===== src/rtl/irq_pending_ctrl.sv =====
// irq_pending_ctrl: eight-line interrupt pending/mask block with a
// request / acknowledge / end-of-interrupt handshake towards the servicing
// logic. The masked pending vector feeds an external 8:3 priority encoder
// whose output comes back on idx_in.
//
// Optional feature macro: IRQ_EDGE_DETECT_EN
//   defined   - a line event is a 0->1 transition of the sampled request
//               line; a repeat event on an already pending line sets ovf.
//   undefined - a line event is the sampled request line being high in any
//               cycle (level mode); ovf never sets.
module irq_pending_ctrl #(
  parameter int N  = 8,
  parameter int IW = 3
) (
  input  logic          clk,
  input  logic          rst,
  input  logic [N-1:0]  irq_in,
  input  logic          mask_we,
  input  logic [N-1:0]  mask_wdata,
  output logic [N-1:0]  pend,
  input  logic [IW-1:0] idx_in,
  output logic          irq_req,
  input  logic          irq_ack,
  input  logic          irq_eoi,
  output logic [IW-1:0] cur_idx,
  output logic          busy,
  output logic          ovf,
  input  logic          ovf_clr
);

  typedef enum logic [1:0] {
    IDLE    = 2'd0,
    REQ     = 2'd1,
    SERVICE = 2'd2
  } state_t;

  state_t       state;
  state_t       state_nxt;

  logic [N-1:0] irq_s;     // registered copy of the raw request lines
  logic [N-1:0] pending;   // captured events, independent of the mask
  logic [N-1:0] mask;      // 1 = line visible on pend
  logic [N-1:0] evt;       // line events seen this cycle
  logic [N-1:0] clr_vec;   // one-hot clear of the acknowledged line
  logic         ovf_set;
  logic         ack_take;

`ifdef IRQ_EDGE_DETECT_EN
  logic [N-1:0] irq_prev;

  // Edge history: previous-cycle sample of the request lines. It loads the
  // live inputs during reset so a line already high when reset releases is
  // not mistaken for a fresh rising edge.
  always_ff @(posedge clk) begin
    if (rst) irq_prev <= irq_in;
    else     irq_prev <= irq_s;
  end

  assign evt     = irq_s & ~irq_prev;
  assign ovf_set = |(evt & pending);
`else
  assign evt     = irq_s;
  assign ovf_set = 1'b0;
`endif

  // The encoder only sees unmasked lines; masked ones stay latched in pending.
  assign pend = pending & mask;

  // An ack counts only in REQ and only if the encoder points at a line that
  // is really pending, so an ack racing a mask write to zero is dropped.
  assign ack_take = (state == REQ) && irq_ack && pend[idx_in];
  assign clr_vec  = ack_take ? (N'(1) << idx_in) : '0;

  // Datapath registers: input sample, pending, mask, overrun flag, index.
  always_ff @(posedge clk) begin
    // NOTE: every register here uses <= so all of them update from the
    // same pre-edge values; a blocking = would leak new values into later
    // statements of this block and change the pipeline timing.
    if (rst) begin
      irq_s   <= irq_in;
      pending <= '0;
      mask    <= '1;
      ovf     <= 1'b0;
      cur_idx <= '0;
    end else begin
      irq_s   <= irq_in;
      // A new event on the line being acknowledged wins over the clear.
      pending <= (pending & ~clr_vec) | evt;
      if (mask_we) mask <= mask_wdata;
      // Sticky overrun; a new overrun wins over a same-cycle clear.
      ovf     <= ovf_set | (ovf & ~ovf_clr);
      if (ack_take) cur_idx <= idx_in;
    end
  end

  // Handshake state register.
  always_ff @(posedge clk) begin
    if (rst) state <= IDLE;
    else     state <= state_nxt;
  end

  // Handshake next-state and state-decoded outputs.
  always_comb begin
    // NOTE: defaults first so every path assigns every signal; a missing
    // assignment on some branch would infer a latch.
    state_nxt = state;
    irq_req   = 1'b0;
    busy      = 1'b0;
    case (state)
      IDLE: begin
        if (|pend) state_nxt = REQ;
      end
      REQ: begin
        irq_req = 1'b1;
        if (ack_take)     state_nxt = SERVICE;
        else if (~|pend)  state_nxt = IDLE;
      end
      SERVICE: begin
        busy = 1'b1;
        if (irq_eoi) state_nxt = IDLE;
      end
      default: state_nxt = IDLE;
    endcase
  end

endmodule


===== config.mk =====
export PLATFORM = sky130hd
export DESIGN_NAME = irq_pending_ctrl
export DESIGN_NICKNAME = d
export VERILOG_FILES = /design/src/rtl/irq_pending_ctrl.sv
export SDC_FILE = /design/constraint.sdc
export NUM_CORES = 1
export LEC_CHECK = 0
export BUFFER_PORTS_ARGS = -buffer_cell sky130_fd_sc_hd__buf_2
export CORE_MARGIN = 1.5
export CORE_UTILIZATION = 43
export DETAILED_ROUTE_END_ITERATION = 6
export PLACE_DENSITY = 0.73
export SYNTH_ARGS = -nofsm -noshare
export SYNTH_HDL_FRONTEND = slang
export SYNTH_SLANG_ARGS = --single-unit

===== constraint.sdc =====
create_clock -name clk -period 1.3 [get_ports clk]
set_clock_uncertainty 0.1 [all_clocks]
set_input_delay 0.26 -clock clk [delete_from_list [all_inputs] [get_ports clk]]
set_output_delay 0.26 -clock clk [all_outputs]
set_load 0.02 [all_outputs]

==> run metrics, run 1 <==
GRT Residual Overflow 0; Slew @ Worst Pin 437.7 ps; hold path cells 2; initial core utilization 45.93%; CP Capture Type flip-flop; RSZ-0062 raised after global routing yes; layout cells sized above 1 59.39%; PortBufs 38; Commonest cells post-synth 30 x dfxtp_1, 11 x nor2_1, 8 x a211o_1, 8 x nor2b_1, 7 x inv_1; Lkg Pwr 0.0008658 uW; routed wire length 3248 um; multi-input logic area 596.8 um2; post-synthesis sequential element count 30; Tcrit/Tclk final 118.1%; Antenna Cells 0; Clock transition at path regs 90 ps; Synth area leaders dfxtp_1 52%, a211o_1 6.0%, nor2b_1 4.3%; first-pass GRT wire length 4284 um; Synth Warn # 0; GRT Total Usage 20.71%; clk root buf clkbuf_4; Mapped Nets 146; TritonCTS clock tree done; Reg2Reg Depth 5; vias 1203; Post-synth EDFFs 0; Pwr Density 1049 nW/um2; Hold Vio Cnt, Final 0; CTS buffer count 5; worst hold path startpoint mask_wdata[6]; initial antenna violation count 0; Final Core Density 74.85%; worst r2r src mask[5]; share of synthesized registers carrying an async set or reset 0%; pin count of the biggest net entering global routing 23; WL per Instance 14.31 um; endpoints failing setup 22; critical path type reg2reg; largest area contributor in the netlist dfxtp_1; status finished with violations; DRC viols 0; failing checks setup timing; Post-synth top flop dfxtp_1; hold crit path type in2reg; Worst EP required 1420 ps; Area Overhead vs Synth 62.96%; synthesized area 1159 um2; Slew HR 70.82%; DRT iter0 DRCs 22; Post-Place Cell Area 1486 um2; H-tree Lvls 2; GP Congestion 0.9141; top-count cell post-synth dfxtp_1; flop2flop setup slack -230 ps; Layout fillers 177; die width 54.91 um; CP Max Fanout 5; FF/Latch Area 623.1 um2; Worst-Skew Late Latency 320 ps; die height 54.91 um; placement row count 18; Avg Cell Area, Syn 9.575 um2; top cell type's share of synthesized area 51.84%; maximum buffer depth of the clock tree 2; total core area 2522 um2; distinct cell type count after synthesis 32; Hold Path End mask[6]; post-synthesis cell count 121; hpwl dp 1992 um; critical path arrival 1660 ps; VDD IR-drop max 0.0008008 V; clock sink count 30; final worst path period need 1535 ps; via count of the first global-routing pass 1036; max-cap viol count 0; R2R Path End state[0]; Avg Vias per Cell 5.300; Peak Freq 0.6516 GHz; die area 3015 um2; io pins 39; final net count 222; sequential share of the synthesized area 51.84%; final slew viol count 0; Worst setup SP type flip-flop; antenna viol nets, final 0; dpl ws -258.8 ps; Pre-antenna DRT Iters 4; Design Area, Final 1888 um2; final worst slack -234.7 ps
flip-flops by register name, summed over array words and instances, names as in the netlist:
register	flops
pending	8
state	2
evt	8
ovf	1
mask	8
cur_idx	3
layout make-up:
cell class,instances,share of cell area [%]
tap,30,1.988
timing repair buffer,73,29.09
multi-input combinational,80,31.61
sequential,30,33.00
clock buffer,5,1.988
clock inverter,2,0.5302
inverter,7,1.789
layout by cell type, fill, tap and decap left out, drive strengths merged, types with 7 or more instances in the layout:
cell type    instances
nor2b                9
dfxtp               30
a211o                8
dlygate4sd3          9
buf                 64
a21oi                8
inv                  7
nor2                12
critical path, cell delays in order (launching register included):
cell and delay (ps):
dfxtp_2 380, a21oi_2 60, a21o_1 190, a221o_1 370, and2_4 190, and3_4 130
kinds of logic (layout without fill, tap and decap cells):
group	after synthesis	after routing	share of synthesized area, %
buffers and inverters	12	87	5.184
flip-flops	30	30	51.84
AND/OR/NAND/NOR	47	47	22.03
AO/OA/AOI/OAI	32	33	20.95
routing by layer:
metal,global-route usage [%],part of all wire (%),vias up
met4,13.82,2.9,0
met5,0,0,-
met2,37.30,53,50
li1,-,-,574
met3,5.914,5.1,14
met1,20.44,39,565
how the worst max path moves through the flow:
stage | endpoint | start | slack, ps | depth (start not counted)
after floorplan | state[0] | state[0] | -180 | 5
after global placement | pending[4] | idx_in[1] | -220 | 6
after detailed placement | state[0] | idx_in[1] | -260 | 6
after CTS | state[0] | mask[5] | -210 | 5
after global routing | state[0] | mask[5] | -260 | 5
final | state[0] | mask[5] | -230 | 5
where the power goes:
group,total [uW],internal [uW],switching (uW)
Combinational,452,245,207
Clock,502,194,309
Sequential,1030,985,40.2
Total,1980,1420,556
stage by stage:
step	instances	power (uW)	setup TNS, ps	hold WS (ps)
2_1_floorplan	121	1205	-1292	187.7
3_3_place_gp	199	1330	-2303	261.9
3_5_place_dp	199	1340	-2682	263.6
4_1_cts	218	1923	-2404	27.17
5_1_grt	227	2075	-3456	24.85
6_report	227	1980	-2401	34.98
repair_timing:
item / in CTS / in global routing
setup buffers: 3 / 8
endpoints found under the setup margin: 23 / 23
endpoints found under the hold margin: 9 / 0
resized for setup: 51 / 16
gates cloned: 0 / 1
hold buffers: 9 / 0
pin swaps: 6 / 19
(Power assumes the default switching activity.)
==> inputs of run 2 (changes only) <==
==> config.mk (replaced) <==
export PLATFORM = sky130hd
export DESIGN_NAME = irq_pending_ctrl
export DESIGN_NICKNAME = d
export VERILOG_FILES = /design/src/rtl/irq_pending_ctrl.sv
export SDC_FILE = /design/constraint.sdc
export NUM_CORES = 1
export LEC_CHECK = 0
export CORE_MARGIN = 1.5
export CORE_UTILIZATION = 50
export DETAILED_ROUTE_END_ITERATION = 6
export DONT_BUFFER_PORTS = 1
export PLACE_DENSITY = 0.68
export SYNTH_ARGS = -nofsm -noshare
export SYNTH_HDL_FRONTEND = slang
export SYNTH_SLANG_ARGS = --single-unit
==> run metrics, run 2 (synthesis results as in run 1) <==
hpwl dp 1769 um (was 1992 um); critical path arrival 1670 ps (was 1660 ps); final worst path period need 1541 ps (was 1535 ps); io pins 39 (unchanged); FF/Latch Area 625.6 um2 (was 623.1 um2); maximum buffer depth of the clock tree 2 (unchanged); CTS buffer count 5 (unchanged); H-tree Lvls 2 (unchanged); RSZ-0062 raised after global routing yes (unchanged); initial core utilization 52.88% (was 45.93%); DRT iter0 DRCs 39 (was 22); CP Capture Type flip-flop (unchanged); Antenna Cells 0 (unchanged); clock sink count 30 (unchanged); Lkg Pwr 0.0007642 uW (was 0.0008658 uW); placement row count 17 (was 18); hold crit path type in2reg (unchanged); critical path type reg2reg (unchanged); VDD IR-drop max 0.001122 V (was 0.0008008 V); final slew viol count 0 (unchanged); Pre-antenna DRT Iters 4 (unchanged); Layout fillers 110 (was 177); TritonCTS clock tree done (unchanged); failing checks setup timing (unchanged); Peak Freq 0.6489 GHz (was 0.6516 GHz); endpoints failing setup 19 (was 22); die width 51.14 um (was 54.91 um); Area Overhead vs Synth 61.56% (was 62.96%); Pwr Density 1070 nW/um2 (was 1049 nW/um2); Finished Layout Cells 198 (was 227); die area 2615 um2 (was 3015 um2); Slew HR 35.25% (was 70.82%); Clock transition at path regs 80 ps (was 90 ps); Worst-Skew Late Latency 330 ps (was 320 ps); final net count 196 (was 222); status finished with violations (unchanged); Tcrit/Tclk final 118.6% (was 118.1%); total core area 2191 um2 (was 2522 um2); initial antenna violation count 0 (unchanged); first-pass GRT wire length 5140 um (was 4284 um); GRT Total Usage 27.90% (was 20.71%); multi-input logic area 658.1 um2 (was 596.8 um2); DRC viols 0 (unchanged); CP Max Fanout 4 (was 5); via count of the first global-routing pass 1100 (was 1036); pin count of the biggest net entering global routing 22 (was 23); placed instance count 160 (was 199); routed wire length 3601 um (was 3248 um); worst hold margin 19.69 ps (was 34.98 ps); Tot Pwr 2002 uW (was 1980 uW); PortBufs 0 (was 38); layout cells sized above 1 51.76% (was 59.39%); max-cap viol count 0 (unchanged); final worst slack -241.2 ps (was -234.7 ps); vias 1169 (was 1203); Avg Vias per Cell 5.904 (was 5.300); clk root buf clkbuf_4 (unchanged); Worst EP required 1430 ps (was 1420 ps); Worst setup SP type flip-flop (unchanged); GP Congestion 0.8591 (was 0.9141); WL per Instance 18.19 um (was 14.31 um); commonest non-fill, non-tap cell in the layout dlygate4sd3_1 (was buf_2); commonest non-fill, non-tap cells in the layout 18 x dlygate4sd3_1, 17 x dfxtp_2, 15 x buf_6, 13 x buf_4, 12 x dfxtp_1 (was 28 x buf_2, 23 x buf_4, 18 x dfxtp_2, 13 x buf_6, 12 x dfxtp_1); GRT Residual Overflow 0 (unchanged); Slew @ Worst Pin 971.3 ps (was 437.7 ps); die height 51.14 um (was 54.91 um); Hold Vio Cnt, Final 0 (unchanged); antenna viol nets, final 0 (unchanged)
[run 2: layout make-up]
| class | instances | area share (%) |
|---|---|---|
| clock buffer | 6 | 2.741 |
| multi-input combinational | 80 | 35.16 |
| sequential | 30 | 33.42 |
| timing repair buffer | 47 | 24.53 |
| inverter | 7 | 2.273 |
| tap | 28 | 1.872 |
[run 2: repair_timing]
item	in CTS	in global routing
pin swaps	14	11
resized for setup	59	14
hold buffers	19	0
setup buffers	6	6
endpoints found under the hold margin	29	0
cloned	0	1
endpoints found under the setup margin	23	31
[run 2: layer usage]
layer | routed length, um | GRT usage (%)
met1 | 1428 | 30.67
met2 | 1853 | 48.70
met3 | 230 | 7.310
met4 | 89 | 14.86
met5 | 0 | 0
[run 2: critical path, stage by stage (launching register included)]
cell	delay (ps)
dfxtp_2	330
nor2b_4	190
o2111ai_4	130
a221o_1	360
and2_4	190
and3_1	140
[run 2: worst paths after layout]
path,from,endpoint,slack [ps],depth (start not counted)
max,state[0],state[0],-240,5
min,irq_eoi,state[1],20,2
max reg2reg,state[0],state[0],-240,5
min reg2reg,evt[3],pending[3],340,2
[run 2: stage by stage]
step | util [%] | instance area [um2] | worst slack, ps | TNS (ps)
final | 85.44 | 1872 | -241.2 | -2997
after global routing | 85.44 | 1872 | -282.9 | -3678
after CTS | 80.53 | 1764 | -203.8 | -3310
after detailed placement | 59.39 | 1301 | -186.3 | -1317
after global placement | 59.39 | 1301 | -140.5 | -1138
after floorplan | - | 1180 | -182.4 | -1292
[run 2: power by group]
group          total (uW)  switching (uW)  internal [uW]  leakage, uW
sequential           1030            47.5            984     0.000251
clock                 534             291            243    0.0000302
combinational         437             199            238     0.000483
